`src/rtl/fp_align_shift.sv`:
```
// Two-stage alignment shifter: right-shifts B into a {sig, guard, round, sticky}
// field with valid/ready backpressure. Optional FP_ALIGN_FLUSH_EN adds flush_i.
module fp_align_shift #(
   parameter int TAG_W = 4,
   parameter int EXP_W = 8
) (
   input  logic             clk_i,
   input  logic             rst_i,
`ifdef FP_ALIGN_FLUSH_EN
   input  logic             flush_i,
`endif
   input  logic             in_valid_i,
   output logic             in_ready_o,
   input  logic [23:0]      sig_a_i,
   input  logic [23:0]      sig_b_i,
   input  logic [EXP_W-1:0] exp_diff_i,
   input  logic [EXP_W-1:0] exp_i,
   input  logic [TAG_W-1:0] tag_i,
   output logic             out_valid_o,
   input  logic             out_ready_i,
   output logic [23:0]      sig_a_o,
   output logic [26:0]      sig_b_o,
   output logic [EXP_W-1:0] exp_o,
   output logic [TAG_W-1:0] tag_o
);

   logic flush;
`ifdef FP_ALIGN_FLUSH_EN
   assign flush = flush_i;
`else
   assign flush = 1'b0;
`endif

   logic             s1_valid_q, s1_valid_d;
   logic [26:0]      s1_field_q, s1_field_d;
   logic             s1_sticky_q, s1_sticky_d;
   logic [2:0]       s1_fine_q, s1_fine_d;
   logic [23:0]      s1_a_q, s1_a_d;
   logic [EXP_W-1:0] s1_exp_q, s1_exp_d;
   logic [TAG_W-1:0] s1_tag_q, s1_tag_d;

   logic             s2_valid_q, s2_valid_d;
   logic [26:0]      s2_b_q, s2_b_d;
   logic [23:0]      s2_a_q, s2_a_d;
   logic [EXP_W-1:0] s2_exp_q, s2_exp_d;
   logic [TAG_W-1:0] s2_tag_q, s2_tag_d;

   logic        s2_load;
   logic        in_ready;
   logic [26:0] ext;
   logic        sat;
   logic [4:0]  c_sh;
   logic [26:0] c_mask;
   logic [26:0] c_field;
   logic        c_sticky;
   logic [26:0] f_mask;
   logic [26:0] f_sh;
   logic        f_sticky;
   logic [26:0] f_res;

   // Coarse shift: multiples of 8, anything >= 32 collapses into sticky
   always_comb begin
      ext      = {sig_b_i, 3'b000};
      sat      = |exp_diff_i[EXP_W-1:5];
      c_sh     = {exp_diff_i[4:3], 3'b000};
      c_mask   = (27'd1 << c_sh) - 27'd1;
      c_field  = ext >> c_sh;
      c_sticky = |(ext & c_mask);
      if (sat) begin
         c_field  = '0;
         c_sticky = |sig_b_i;
      end
   end

   always_comb begin
      f_mask   = (27'd1 << s1_fine_q) - 27'd1;
      f_sh     = s1_field_q >> s1_fine_q;
      f_sticky = s1_sticky_q | (|(s1_field_q & f_mask));
      f_res    = {f_sh[26:1], f_sh[0] | f_sticky};
   end

   always_comb begin
      s2_load     = !s2_valid_q || out_ready_i;
      in_ready    = !s1_valid_q || s2_load;
      s1_valid_d  = s1_valid_q;
      s1_field_d  = s1_field_q;
      s1_sticky_d = s1_sticky_q;
      s1_fine_d   = s1_fine_q;
      s1_a_d      = s1_a_q;
      s1_exp_d    = s1_exp_q;
      s1_tag_d    = s1_tag_q;
      s2_valid_d  = s2_valid_q;
      s2_b_d      = s2_b_q;
      s2_a_d      = s2_a_q;
      s2_exp_d    = s2_exp_q;
      s2_tag_d    = s2_tag_q;
      if (in_ready) begin
         s1_valid_d = in_valid_i;
         if (in_valid_i) begin
            s1_field_d  = c_field;
            s1_sticky_d = c_sticky;
            s1_fine_d   = exp_diff_i[2:0];
            s1_a_d      = sig_a_i;
            s1_exp_d    = exp_i;
            s1_tag_d    = tag_i;
         end
      end
      if (s2_load) begin
         s2_valid_d = s1_valid_q;
         if (s1_valid_q) begin
            s2_b_d   = f_res;
            s2_a_d   = s1_a_q;
            s2_exp_d = s1_exp_q;
            s2_tag_d = s1_tag_q;
         end
      end
      if (flush) begin
         s1_valid_d = 1'b0;
         s2_valid_d = 1'b0;
      end
   end

   always_ff @(posedge clk_i) begin
      if (rst_i) begin
         s1_valid_q  <= 1'b0;
         s1_field_q  <= '0;
         s1_sticky_q <= 1'b0;
         s1_fine_q   <= '0;
         s1_a_q      <= '0;
         s1_exp_q    <= '0;
         s1_tag_q    <= '0;
         s2_valid_q  <= 1'b0;
         s2_b_q      <= '0;
         s2_a_q      <= '0;
         s2_exp_q    <= '0;
         s2_tag_q    <= '0;
      end else begin
         s1_valid_q  <= s1_valid_d;
         s1_field_q  <= s1_field_d;
         s1_sticky_q <= s1_sticky_d;
         s1_fine_q   <= s1_fine_d;
         s1_a_q      <= s1_a_d;
         s1_exp_q    <= s1_exp_d;
         s1_tag_q    <= s1_tag_d;
         s2_valid_q  <= s2_valid_d;
         s2_b_q      <= s2_b_d;
         s2_a_q      <= s2_a_d;
         s2_exp_q    <= s2_exp_d;
         s2_tag_q    <= s2_tag_d;
      end
   end

   assign in_ready_o  = in_ready;
   assign out_valid_o = s2_valid_q;
   assign sig_a_o     = s2_a_q;
   assign sig_b_o     = s2_b_q;
   assign exp_o       = s2_exp_q;
   assign tag_o       = s2_tag_q;

endmodule

```
`config.mk`:
```
export PLATFORM = sky130hd
export DESIGN_NAME = fp_align_shift
export DESIGN_NICKNAME = d
export VERILOG_FILES = /design/src/rtl/fp_align_shift.sv
export SDC_FILE = /design/constraint.sdc
export NUM_CORES = 1
export LEC_CHECK = 0
export BUFFER_PORTS_ARGS = -buffer_cell sky130_fd_sc_hd__buf_2
export CAP_MARGIN = 20
export CELL_PAD_IN_SITES_DETAIL_PLACEMENT = 0
export CELL_PAD_IN_SITES_GLOBAL_PLACEMENT = 1
export CORE_MARGIN = 1
export CORE_UTILIZATION = 36
export DETAILED_ROUTE_END_ITERATION = 12
export MAX_ROUTING_LAYER = met4
export PLACE_DENSITY = 0.8
export RECOVER_POWER = 25
export SKIP_LAST_GASP = 1
export SYNTH_ARGS = -nofsm -noshare
export SYNTH_HDL_FRONTEND = slang
export SYNTH_SLANG_ARGS = --single-unit
```
`constraint.sdc`:
```
create_clock -name clk_i -period 2.2 [get_ports clk_i]
set_input_delay 0.22 -clock clk_i [delete_from_list [all_inputs] [get_ports clk_i]]
set_output_delay 0.22 -clock clk_i [all_outputs]
set_load 0.05 [all_outputs]
```
# After elaboration in Yosys (flattened, before gate mapping)
# Cells that the tools add are included.
dict set report totals {
  register_bits 132
  inputBits 72
  output_inout_bits 65
  wordCells 34
}
dict set report op_classes {
  addsub 2
  n_shift 4
  mux 2
  n_bitwise 4
  n_reduce_logical 10
}
# op count
set ops {}
lappend ops {{$and A27 B27 Y27} 2}
lappend ops {{$reduce_or A27 Y1} 2}
lappend ops {{$sub A27 B1 Y27 const B} 2}
lappend ops {{$mux W27} 1}
lappend ops {{$shl A1 B3 Y27 const A} 1}
lappend ops {{$shl A1 B5 Y27 const A} 1}
lappend ops {{$shr A27 B3 Y27} 1}
lappend ops {{$shr A27 B5 Y27} 1}
lappend ops {{$reduce_or A24 Y1} 1}
lappend ops {{$reduce_and A2 Y1} 2}
lappend ops {{$reduce_or A3 Y1} 1}
lappend ops {{$logic_not A1 Y1} 2}
lappend ops {{$logic_or A1 B1 Y1} 2}
lappend ops {{$or A1 B1 Y1} 2}
lappend ops {{$mux W1} 1}

# Depth between registers and ports, before layout
# Gate-level depths: netlist of the first run.
dict set report logic_depth {
  depth_word 6
  ltp_mapped 11
  mapped_depth_nobuf 8
}

# Worst setup path before layout of the first run
# No wires, ideal clock.
dict set report synth_path {
  path_type {reg2reg}
  from {register s1_fine_q[2]}
  to {register s2_b_q[0] (netlist: sig_b_o[0])}
  setup_ns 0.134
  t_arrival_ns 2.168
  required_ns 2.066
  slack_ns -0.102
  stages_incl_launch_ff 11
  path_buffers 2
  period_less_slack_ns 2.302
  path_cell_list {dfxtp_1 clkbuf_1 buf_1 and3_1 inv_1 ha_1 inv_1 a221oi_1 o21ai_1 nor4_1 a211oi_1}
}
dict set report synth_via {
  elab_chain_len 6
  word_cells_on_any_way 7
  classes_between {add/sub: 1; shift: 2; bitwise: 3; reduce/logical: 1}
}
# element line
set synth_rtl {}
lappend synth_rtl {{from (decl)} 37} ;# logic [2:0] s1_fine_q, s1_fine_d;
lappend synth_rtl {{from (signal assigned)} 141} ;# s1_fine_q <= s1_fine_d;
lappend synth_rtl {{$shl A1 B3 Y27} 76} ;# f_mask = (27'd1 << s1_fine_q) - 27'd1;
lappend synth_rtl {{$sub A27 B1 Y27} 76}
lappend synth_rtl {{$and A27 B27 Y27} 78} ;# f_sticky = s1_sticky_q | (|(s1_field_q & f_mask));
lappend synth_rtl {{$reduce_or A27 Y1} 78}
lappend synth_rtl {{$or A1 B1 Y1} 78}
lappend synth_rtl {{$or A1 B1 Y1 (*)} 79} ;# f_res = {f_sh[26:1], f_sh[0] | f_sticky};
lappend synth_rtl {{to (signal assigned)} 133} ;# s2_b_q <= '0;
lappend synth_rtl {{to (signal assigned)} 146} ;# s2_b_q <= s2_b_d;
lappend synth_rtl {{to (decl)} 43} ;# logic [26:0] s2_b_q, s2_b_d;
# Mark *: on every way between the ends. The rest lies on a longest branch, timed or not.
# A chain may end at the register's enable or synchronous reset.

# Final worst setup path of the first run
dict set report layout_path {
  from {register s1_fine_q[0]}
  to {register s2_b_q[0] (netlist: sig_b_o[0])}
}
# Same word-level chain as after synthesis.

==> results of run 1 <==
==> state kept, by name, indices dropped and copies added, names as in the netlist <==
signal / cells
s1_exp_q: 8
exp_o: 8
s1_field_q: 27
s1_a_q: 24
s1_fine_q: 3
tag_o: 4
sig_b_o: 27
sig_a_o: 24
out_valid_o: 1
s1_valid_q: 1
s1_sticky_q: 1
s1_tag_q: 4
==> cells in the mapped netlist (2+ instances only) <==
library cell	n	area [µm²]
nand2b_1	4	25.0
dfxtp_1	132	2640
inv_1	9	33.8
mux2i_1	24	240
a211oi_1	4	30.0
or4_1	2	15.0
buf_1	9	33.8
ha_1	3	37.5
a221oi_1	2	17.5
o211ai_1	5	37.5
buf_2	14	70.1
a22oi_1	31	233
nand2_1	171	642
o41ai_1	2	17.5
nor2_1	88	330
nor3_1	17	85.1
o22ai_1	9	56.3
a21o_1	2	15.0
o31a_1	4	35.0
mux4_2	13	293
nand3b_1	2	15.0
a22o_1	3	26.3
nor4_1	5	31.3
a21oi_1	83	415
and2_1	2	12.5
buf_4	4	30.0
mux2_2	18	203
clkbuf_1	29	109
mux2_1	6	67.6
nor2b_1	3	18.8
buf_6	2	22.5
mux2_4	5	75.1
or3_1	2	12.5
o21ai_0	7	35.0
==> final cells by class <==
class | instances | area, µm²
flip-flops and latches | 132 | 2640
clock inverters | 11 | 151
multi-input cells | 528 | 3120
fillers | 1733 | 9030
inverters | 9 | 33.8
well taps | 220 | 275
clock buffers | 21 | 460
repair buffers | 159 | 810
==> per-stage QoR <==
step	util [%]	power, mW	instances	worst slack, ns
after floorplan	-	3.11	727	-0.00541
after global placement	42.0	3.34	1048	0.297
after detailed placement	42.0	3.34	1048	0.288
after CTS	45.7	6.26	1080	0.249
after global routing	45.4	6.44	1080	0.122
final	45.4	6.17	1080	0.243
==> kinds of logic (layout without fill, tap and decap cells) <==
| kind of cell | Yosys count | count (layout) | share of synthesized area, % |
|---|---|---|---|
| AOI/OAI and AO/OA | 157 | 157 | 15.8 |
| adders and majority gates | 3 | 3 | 0.620 |
| buffers and inverters | 67 | 200 | 4.94 |
| DFF | 132 | 132 | 43.6 |
| muxes | 66 | 66 | 14.5 |
| and+or+nand+nor | 302 | 302 | 20.5 |
==> layout by cell type, fill, tap and decap left out, drive strengths merged, types with 18 or more instances in the layout <==
| master | count |
|---|---|
| nand2 | 171 |
| clkbuf | 68 |
| nor3 | 18 |
| a21oi | 83 |
| mux2i | 24 |
| nor2 | 88 |
| a22oi | 31 |
| mux2 | 29 |
| buf | 112 |
| dfxtp | 132 |
==> tightest hold or removal path, stage by stage <==
cell,delay (ns)
buf_2,0.09
nand2_1,0.04
a21oi_1,0.05
==> layer usage <==
metal / GRT usage, % / share of wire (%) / up-vias / wire, µm
met5: - / 0 / - / 0
met4: 5.23 / 0.27 / 0 / 43
met3: 5.25 / 4.8 / 2 / 773
met2: 28.6 / 46 / 150 / 7410
met1: 26.2 / 49 / 2546 / 7830
li1: - / - / 2762 / -
==> power groups by stage <==
| stage | Combinational [mW] | Sequential, mW | Clock (mW) |
|---|---|---|---|
| after floorplan | 0.377 | 2.73 | 0 |
| after global placement | 0.756 | 2.58 | 0 |
| after detailed placement | 0.757 | 2.59 | 0 |
| after CTS | 0.759 | 2.53 | 2.97 |
| after global routing | 0.811 | 2.55 | 3.08 |
| final | 0.744 | 2.54 | 2.89 |
==> worst max-delay path by stage <==
stage               cells past startpoint         start  slack [ns]    endpoint
floorplan                              10  s1_fine_q[2]      -0.005  sig_b_o[0]
global placement                        7  s1_fine_q[2]        0.30  sig_b_o[0]
detailed placement                      6  s1_fine_q[0]        0.29  sig_b_o[0]
CTS                                     6  s1_fine_q[0]        0.25  sig_b_o[0]
global route                            6  s1_fine_q[0]        0.12  sig_b_o[0]
finish                                  6  s1_fine_q[0]        0.24  sig_b_o[0]
==> flow_results.org, run 1 <==
** Outcome
- Result of the run :: finished, final reports clean

** Worst setup path
- Capturing point of the worst reg2reg path :: sig_b_o[0]
- Grouping stages by cell kind, the critical path spends the most delay in multiplexers.
- On the worst path, the slowest cell contributes a delay of 0.56 ns.
- Worst-path cell with the longest stage delay :: mux4_2
- CP Cell Sequence :: buf_4 -> mux4_2 -> a21oi_1 -> o2111ai_1 -> nor4_1 -> a211oi_1
- Crit path buf inv count :: 1
- Data arrival time at the worst-slack endpoint :: 2.24 ns
- Critical Path Source Type :: flip-flop
- Peak fanout along the critical path :: 21
- The worst register-to-register path has a depth of 6.
- At the worst endpoint, the required time is 2.49 ns.
- Worst Setup End Kind :: flip-flop
- Register-to-Register Setup Slack :: 0.24 ns
- Beginning of the worst register-to-register path :: s1_fine_q[0]
- The worst setup path is of the reg -> reg kind.

** Timing
- For the pin with the worst max-slew slack, the measured transition is 0.654 ns.
- The clock arrives with 0.0109 ns of skew.
- Post-route setup TNS :: 0 ns
- Time the worst path needs with I/O delays and setup :: 1.96 ns
- Worst-case hold slack :: 0.0380 ns
- Static timing analysis puts the maximum clock frequency at about 510 MHz.
- In the finished design, the share of the clock period the worst path needs comes to 88.9%.
- The count of final hold-check violations came to 0.
- Setup repair after global routing left no endpoint under its margin.
- Worst max-slew margin expressed relative to the limit :: 56.6%
- Pins Over Slew Limit :: 0
- Setup violations remaining at the end of the flow were counted as 0.

** Global route
- Maximum number of pins on one net before global-route repair :: 44
- Overall global routing resource usage :: about a fifth
- The via count of the first global-routing pass came to 4906.
- For this run the aggregate overflow at the end of global routing stands at 0.
- Number of antenna violations at the first check in global routing :: 0
- First-pass GRT wire length :: between 20000 and 30000 µm

** Die
- The total area inside the core boundary comes to 0.0165 mm².
- Chip Height :: 132 µm
- Area enclosed by the die boundary :: 0.0174 mm²
- Once the floorplan was initialized, standard cells occupied 36.7% of the core.
- Pin placement for this block handled 137 I/O pins.
- Die Wd :: approximately 130 µm
- Num rows :: 47

** Route
- Detailed Route Iter0 Violations :: 307
- DR WL/cell :: 14.9 µm
- In the routed design, unresolved DRC markers number 0.
- Drt pass-1 iters :: 4
- Number of routed nets with antenna violations :: 0
- In the routed layout, each cell is associated on average with a via count of 5.06.
- The routed design has approximately 16000 µm of wire.
- Summing over every cut layer, the via total after detailed routing is 5460.

** Clock network
- CTS built an H-tree with a depth of 4.
- The clock reaches the later pin of the worst-skew pair after between 0.4 and 0.5 ns.
- Clock sink count :: 132
- Post-CTS timing repair inserted 0 buffers for setup.
- The number of clock buffers added by TritonCTS is 17.
- CTS Buffer Depth :: 2
- Hold-fix buffer count after cts :: 0
- Clock tree from TritonCTS :: done
- Number of gates resized after CTS :: 0
- Clock-pin slew was measured on the worst setup and hold paths at about 0.060 ns.
- CTS root buffer :: clkbuf_16

** Placement
- Count of buffers inserted at the top-level ports :: ~140
- Once placement finished, the instance area stood at 0.00694 mm².
- Post-detailed-placement half-perimeter wirelength :: 11300 µm
- At the end of routability-driven placement, the weighted congestion stood at 0.849.

** Synthesis
- The cell area that synthesis handed to floorplanning was 0.00606 mm².
- Synth warnings :: 0
- The average instance in the mapped netlist occupies about 8.3 µm².
- For this run, the register share of the synthesized area comes to 43.6%.
- Number of storage elements in the synthesis netlist :: 132
- Synthesis handed over a netlist of 727 instances.
- The number of nets in the synthesized netlist is 802.
- Fraction of registers with async set or reset after synthesis :: 0%
- Number of unique standard cell types used by synthesis :: 45
- EDFF count, synth :: 0
- The most used flip-flop cell after synthesis is dfxtp_1.

** Layout
- Relative to the synthesized area, the layout overhead comes to 23.7%.
- Summed area of non-filler cells in the final layout :: 0.00750 mm²
- The net count of the finished layout is roughly 920.
- Fraction of final layout cells with drive strength greater than 1 :: 21.4%
- 0 antenna diodes ended up in the layout.

** Pwr
- In this run the power spent charging and discharging nets is 1.60 mW.
- Worst vdd rail ir drop :: 0.457 mV
- Switch share :: 25.9%
- Power density over the cells :: 824 mW/mm²
- Power share of the clock group :: 46.9%
- The analysis attributes to cell leakage a power of 2.95 nW.
- Of the total power, registers draw between 40% and 50%.
- Internal power comes to 4.57 mW.
- Combinational logic burns approximately an eighth of the power.

** Job
- Across the run, the number of max-cap violations was 0.

** Min path
- Counting instances, the worst hold path has a depth of 3.
- The path class of the tightest hold or removal check is in -> reg.
- Terminating pin of the worst hold path :: s1_a_q[14]
- The worst hold path begins at sig_a_i[14].
Power figures use the tool's default switching activity.
==> inputs of run 2 (changes only) <==
Settings changed: REMOVE_ABC_BUFFERS set to 1.
==> run 2 against run 1 <==
  * Combinational power up 2%
  * Largest cell class unchanged
  * Setup slack worse by 0.045 ns
  * Flip-flop and latch count unchanged
  * Highest routed layer unchanged
  * The flow now finishes with violations (DRC)
==> flow_results.org, run 2 (synthesis results as in run 1) <==
** Clock network
- The number of buffers created by CTS was 17 (unchanged).
- CTS clock-pin slew for the worst setup and hold paths :: 0.06 ns (about the same)
- Clock latency on the worst-skew pair :: 0.42 ns (about the same)
- The maximum level of the CTS H-tree is 4 (unchanged).
- The root buffer cell chosen for the clock tree is clkbuf_16.
- Number of gates resized after CTS :: 0 (unchanged)
- Clock sink count :: 132 (unchanged)
- The largest buffer count on any clock path was 2 (unchanged).
- Clock tree from TritonCTS :: done

** Min path
- In this run the worst hold path is classified as in -> reg.
- The startpoint identified for the worst hold timing path is tag_i[0].
- Terminating pin of the worst hold path :: s1_tag_q[0]
- The cell depth of the worst hold path was 3 (unchanged).

** Timing
- The highest achievable clock rate is 500 MHz (-2.2%).
- Fin. Hold Viols :: 0 (unchanged)
- Pins Over Slew Limit :: 0 (unchanged)
- Time the worst path needs with I/O delays and setup :: 2.00 ns (+0.0449 ns)
- Max Clock Skew :: 0.00568 ns (-0.00519 ns)
- Worst-case hold slack :: 0.0378 ns (-0.000145 ns)
- Ratio of final minimum period to clock period :: 91.0% (+2.0 points)
- The number of setup violations in the final report came to 0 (unchanged).
- Setup slack of the critical path after layout :: 0.198 ns (-0.0449 ns)
- Worst max-slew margin expressed relative to the limit :: 46.9% (-9.7 points)
- Slew @ Worst Pin :: 0.794 ns (+0.140 ns)
- Post-route setup TNS :: 0 ns (unchanged)
- Setup repair after global routing left no endpoint under its margin.

** Die
- Chip Height :: 132 µm (unchanged)
- Die Wd :: 132 µm (unchanged)
- The number of core rows was 47 (unchanged).
- Initial cell density of the core :: 36.7% (unchanged)
- The area of the core region is 0.0165 mm² (unchanged).
- I/O Pins :: 137 (unchanged)
- Area enclosed by the die boundary :: 0.0174 mm² (unchanged)

** Layout
- Syn-to-layout area delta :: 24.2%
- Count of inserted antenna diode cells :: 0 (unchanged)
- The post-route standard cell area excluding fillers came to 0.00752 mm² (+0.35%).
- The number of filler cells placed in the layout is 1751 (+1.0%).
- Fraction of final layout cells with drive strength greater than 1 :: 21.3% (-0.067 points)
- The library cells used most frequently in the layout, excluding fill and tap cells, are 169 x nand2_1, 132 x dfxtp_1, 88 x nor2_1, 88 x buf_2, 83 x a21oi_1.
- Most common cell after layout, fill and taps aside :: nand2_1
- The core occupancy in the finished layout came to 45.5% (+0.16 points).
- Number of nets in the layout :: 920 (-0.22%)

** Pwr
- The static power due to leakage is 2.96 nW (+0.28%).
- The power per cell area is 829 mW/mm² (+0.71%).
- The maximum VDD drop was 0.485 mV (+6.1%).

** Route
- DR WL/cell :: 15.3 µm (+2.7%)
- Detailed Route Iter0 Violations :: 391 (+27%)
- Number of routed nets with antenna violations :: 0 (unchanged)
- The total wire length came to 16500 µm (+2.5%).
- The residual DRC count came to 2 (+2).
- Drt pass-1 iters :: 9 (+5)
- The routed via count is 5523 (+1.2%).
- Number of vias per cell :: 5.12 (+1.3%)

** Outcome
- The final reports fail on DRC.
- Result of the run :: finished, violations left

** Placement
- The pre-CTS setup slack came to 0.197 ns (-0.0906 ns).
- The number of buffer cells added on primary ports came to 136 (unchanged).
- Weighted congestion at the end of routability-driven global placement :: 0.899 (+5.8%)
- The cell area after placement came to 0.00697 mm² (+0.31%).
- The post-DP HPWL is 11400 µm (+0.67%).

** Global route
- The final global-route overflow total came to 0 (unchanged).
- The via count of the first global-routing pass was 5161 (+5.2%).
- Overall global routing resource usage :: 19.8% (+0.30 points)
- The wire length of the first global-routing pass is 26500 µm (+1.8%).
- Maximum number of pins on one net before global-route repair :: 45 (+2.3%)
- The number of antenna violations at the first check in global routing came to 0 (unchanged).

** Job
- The number of max-cap violations was 0 (unchanged).

** Worst setup path
- Beginning of the worst register-to-register path :: s1_fine_q[1]
- Data arrival time at the worst-slack endpoint :: 2.28 ns (+0.04 ns)
- Critical Path RT :: 2.48 ns (about the same)
- Capturing point of the worst reg2reg path :: sig_b_o[0]
- Cell depth of the worst flop-to-flop path :: 6 (unchanged)
- Critical path start-end classification :: reg -> reg
- The largest driver fanout on the critical path came to 20 (-4.8%).
- Register-to-Register Setup Slack :: 0.20 ns (-0.04 ns)
- Worst Setup End Kind :: flip-flop
- Critical Path Source Type :: flip-flop
## run 2: cell count changes in the layout (fill, tap and decap cells not counted)
cell and delta:
bufinv_16 +1, buf_12 +3, clkinv_2 +3, clkbuf_1 -1, buf_4 -5, inv_6 -1
clkinvlp_4 +1, clkbuf_8 -2, clkinv_4 -1
## run 2: area by class of cell
type | count | area, µm² | share of cell area [%]
multi-input cells | 528 | 3120 | 41.5
flip-flops and latches | 132 | 2640 | 35.1
repair buffers | 157 | 832 | 11.1
clock buffers | 18 | 429 | 5.71
well taps | 220 | 275 | 3.66
clock inverters | 14 | 186 | 2.48
inverters | 9 | 33.8 | 0.449
## run 2: stage by stage
stage | cells | power (mW)
floorplan | 669 | 3.03
global route | 1078 | 6.49
global placement | 1046 | 3.35
finish | 1078 | 6.24
detailed placement | 1046 | 3.35
CTS | 1078 | 6.30
## run 2: timing repair
item,CTS,global route
setup endpoints to repair,0,1
hold endpoints to repair,0,0
buffers inserted,0,0
hold buffers,0,0
## run 2: worst max-delay path by stage
stage	startpoint	endpoint	cells after the start
after floorplan	out_valid_o	s1_field_q[10]	5
after global placement	s1_fine_q[1]	sig_b_o[0]	7
after detailed placement	s1_fine_q[1]	sig_b_o[0]	7
after CTS	s1_fine_q[1]	sig_b_o[0]	7
after global routing	s1_fine_q[1]	sig_b_o[0]	6
final	s1_fine_q[1]	sig_b_o[0]	6
## run 2: routing by layer
layer / track usage [%] / routed length, µm
met5: - / 0
met3: 4.75 / 785
met1: 25.3 / 7860
met4: 6.01 / 225
met2: 30.8 / 7590
## run 2: critical path, cell delays in order, from the launching register on
cell,delay [ns]
dfxtp_1,0.45
buf_4,0.32
mux4_2,0.38
a21oi_1,0.13
o2111ai_1,0.15
nor4_1,0.32
a211oi_1,0.10
## run 2: power by group
| group | internal [mW] | leakage [nW] | switching (mW) | total (mW) |
|---|---|---|---|---|
| Combinational | 0.247 | 1.58 | 0.511 | 0.758 |
| Clock | 1.89 | 0.299 | 1.06 | 2.95 |
| Sequential | 2.48 | 1.08 | 0.0496 | 2.53 |
| Total | 4.62 | 2.96 | 1.62 | 6.24 |
==> inputs of run 3 (changes only) <==
Settings changed: PLACE_DENSITY 0.8 to 0.87.
==> run 3 against run 2 <==
  * The run now ends clean
  * Critical path depth decreased by 1
  * Fmax about the same
  * Setup slack worse by 0.0013 ns
  * Cell count down 0.28%
  * Clock skew increased by 0.0018 ns
  * Register-to-register slack about the same
  * Clock power down 7.8%
  * Cell area is 0.75% lower
  * Combinational power barely moved
  * Utilization is 0.34 points lower
  * Die area did not move
  * Via count is 0.31% lower
  * Critical path type unchanged
  * Critical endpoint is now sig_b_o[20]
  * Largest cell class unchanged
  * Largest power group unchanged
==> flow_results.org, run 3 (synthesis results as in run 1) <==
** Timing
- The number of pins with negative max-slew slack in the final report was 0 (unchanged).
- Max Clock Skew :: 0.00750 ns (+0.00182 ns)
- Post-route setup TNS :: 0 ns (unchanged)
- Worst-case hold slack :: 0.0406 ns (+0.00278 ns)
- Ratio of final minimum period to clock period :: 91.1% (about the same)
- Final count of negative-setup-slack endpoints :: 0 (unchanged)
- Worst max-slew margin expressed relative to the limit :: 55.3% (+8.4 points)
- The count of final hold-check violations was 0 (unchanged).
- Time the worst path needs with I/O delays and setup :: 2.00 ns (+0.00133 ns)
- The highest achievable clock rate was 499 MHz (about the same).
- Setup repair after global routing left no endpoint under its margin.
- Setup slack of the critical path after layout :: 0.197 ns (-0.00133 ns)
- The actual slew at the worst max-slew pin came to 0.673 ns (-0.121 ns).

** Worst setup path
- STA classifies the critical path endpoint as a flip-flop.
- The worst register-to-register path begins at s1_fine_q[1].
- The critical path starts at s1_fine_q[1].
- The worst setup path is launched from a flip-flop.
- The setup path with the least slack is of type reg -> reg.
- The endpoint identified for the worst register-to-register timing path is sig_b_o[20].
- The required time at the endpoint of the critical path was 2.49 ns (about the same).
- The largest driver fanout on the critical path was 37 (+85%).
- Cell depth of the worst flop-to-flop path :: 5 (-1)
- The setup slack of the worst register-to-register path came to 0.20 ns (about the same).
- Data arrival time at the worst-slack endpoint :: 2.29 ns (about the same)

** Pwr
- The switching fraction of total power came to 26.1% (+0.15 points).
- The design internal power came to 4.44 mW (-3.9%).
- Power spent charging and discharging nets :: 1.57 mW (-3.2%)
- Worst vdd rail ir drop :: 0.527 mV (+8.6%)
- The power per cell area is 804 mW/mm² (-3.0%).
- The static power due to leakage came to 2.92 nW (-1.2%).
- Power share of the clock group :: 45.2% (-2.1 points)
- The portion of total power attributed to combinational logic came to 12.6% (+0.5 points).
- Flop pwr share :: 42.2% (+1.6 points)

** Min path
- Origin of the worst min-delay path :: exp_i[3]
- The cell depth of the worst hold path was 3 (unchanged).
- Hold Path Class :: in -> reg
- The worst hold path terminates at s1_exp_q[3].

** Layout
- Number of nets in the layout :: 919 (-0.11%)
- The antenna diode count was 0 (unchanged).
- Most frequent cells in the layout :: 169 x nand2_1, 132 x dfxtp_1, 88 x nor2_1, 88 x buf_2, 83 x a21oi_1
- The final cell count without fillers was 1075 (-0.28%).
- Syn-to-layout area delta :: 23.2%
- Fraction of final layout cells with drive strength greater than 1 :: 20.9% (-0.39 points)
- Most common cell after layout, fill and taps aside :: nand2_1

** Clock network
- Hold-fix buffer count after cts :: 0 (unchanged)
- The clock-pin slew on the worst setup and hold paths came to 0.05 ns (about the same).
- Number of gates resized after CTS :: 0 (unchanged)
- TritonCTS built the clock tree.
- Clock latency on the worst-skew pair :: 0.42 ns (about the same)
- The maximum level of the CTS H-tree came to 4 (unchanged).
- The number of clock sinks was 132 (unchanged).
- The post-CTS setup repair buffer count came to 0 (unchanged).
- Cts bufs inserted :: 17 (unchanged)
- CTS Buffer Depth :: 2 (unchanged)
- CTS root buffer :: clkbuf_16

** Placement
- Count of buffers inserted at the top-level ports :: 136 (unchanged)
- Weighted congestion at the end of routability-driven global placement :: 0.865 (-3.8%)
- Placed Cells incl. Taps :: 1045 (-0.096%)
- The pre-CTS setup slack was 0.258 ns (+0.0608 ns).
- The post-DP HPWL came to 11300 µm (-0.94%).

** Global route
- The pin count of the biggest net entering global routing came to 42 (-6.7%).
- The number of antenna violations at the first check in global routing was 0 (unchanged).
- The wire length of the first global-routing pass was 26100 µm (-1.5%).
- Number of global-route vias before repair :: 5071 (-1.7%)
- GR Overflow Total :: 0 (unchanged)
- The overall track demand over capacity in global routing was 19.5% (-0.26 points).

** Die
- The full die area came to 0.0174 mm² (unchanged).
- Num rows :: 47 (unchanged)
- Die Wd :: 132 µm (unchanged)
- The y dimension of the die came to 132 µm (unchanged).
- Initial cell density of the core :: 36.7% (unchanged)
- The number of top-level pins was 137 (unchanged).
- The area of the core region was 0.0165 mm² (unchanged).

** Route
- The number of nets with antenna violations after detailed routing was 0 (unchanged).
- The total wire length is 16300 µm (-1.3%).
- Overall via count from detail_route :: 5506 (-0.31%)
- Detailed Route Iter0 Violations :: 488 (+25%)
- Number of vias per cell :: 5.12 (about the same)
- The first-pass iteration count of the detailed router came to 5 (-4).
- The residual DRC count is 0 (-2).
- DR WL/cell :: 15.1 µm (-1.0%)

** Job
- # Max-Cap Violations :: 0 (unchanged)

** Outcome
- The flow ran to the end, and the final reports show no timing, DRC or antenna violations.
[run 3: through the flow]
| step | instance area (µm²) | power [mW] | utilization, % |
|---|---|---|---|
| after floorplan | 5790 | 3.03 | - |
| after global placement | 6960 | 3.35 | 42.1 |
| after global routing | 7470 | 6.26 | 45.2 |
| after CTS | 7520 | 6.07 | 45.5 |
| after detailed placement | 6960 | 3.35 | 42.1 |
| final | 7470 | 6.01 | 45.2 |
[run 3: critical path, cell delays in order (launching register included)]
cell     delay, ns
dfxtp_1       0.37
buf_4         0.41
mux2_2        0.43
mux4_2        0.48
nor2_1        0.11
nor3_1        0.06
[run 3: worst max-delay path by stage]
stage                      to  slack [ns]  cells after the start
2_1_floorplan  s1_field_q[10]       -1.20                      5
3_3_place_gp       sig_b_o[0]        0.26                      7
3_5_place_dp      sig_b_o[20]        0.26                      5
4_1_cts           sig_b_o[20]        0.23                      5
5_1_grt            sig_b_o[0]        0.08                      7
6_report          sig_b_o[20]        0.20                      5
[run 3: final cells by class]
class	instances	area [µm²]
repair buffers	156	825
inverters	9	33.8
fillers	1687	9060
clock inverters	9	106
multi-input cells	528	3120
clock buffers	21	460
flip-flops and latches	132	2640
well taps	220	275
[run 3: power by group through the flow]
stage	clock [mW]	combinational [mW]	sequential (mW)
global placement	0	0.767	2.58
global route	2.89	0.821	2.54
CTS	2.77	0.768	2.53
floorplan	0	0.283	2.75
detailed placement	0	0.766	2.58
finish	2.72	0.756	2.53
[run 3: metal layers]
| layer | up-vias | part of all wire [%] | global-route usage, % |
|---|---|---|---|
| li1 | 2745 | - | - |
| met3 | 21 | 6.0 | 4.40 |
| met5 | - | 0 | - |
| met2 | 204 | 45 | 29.8 |
| met4 | 0 | 1.6 | 7.11 |
| met1 | 2536 | 48 | 25.2 |
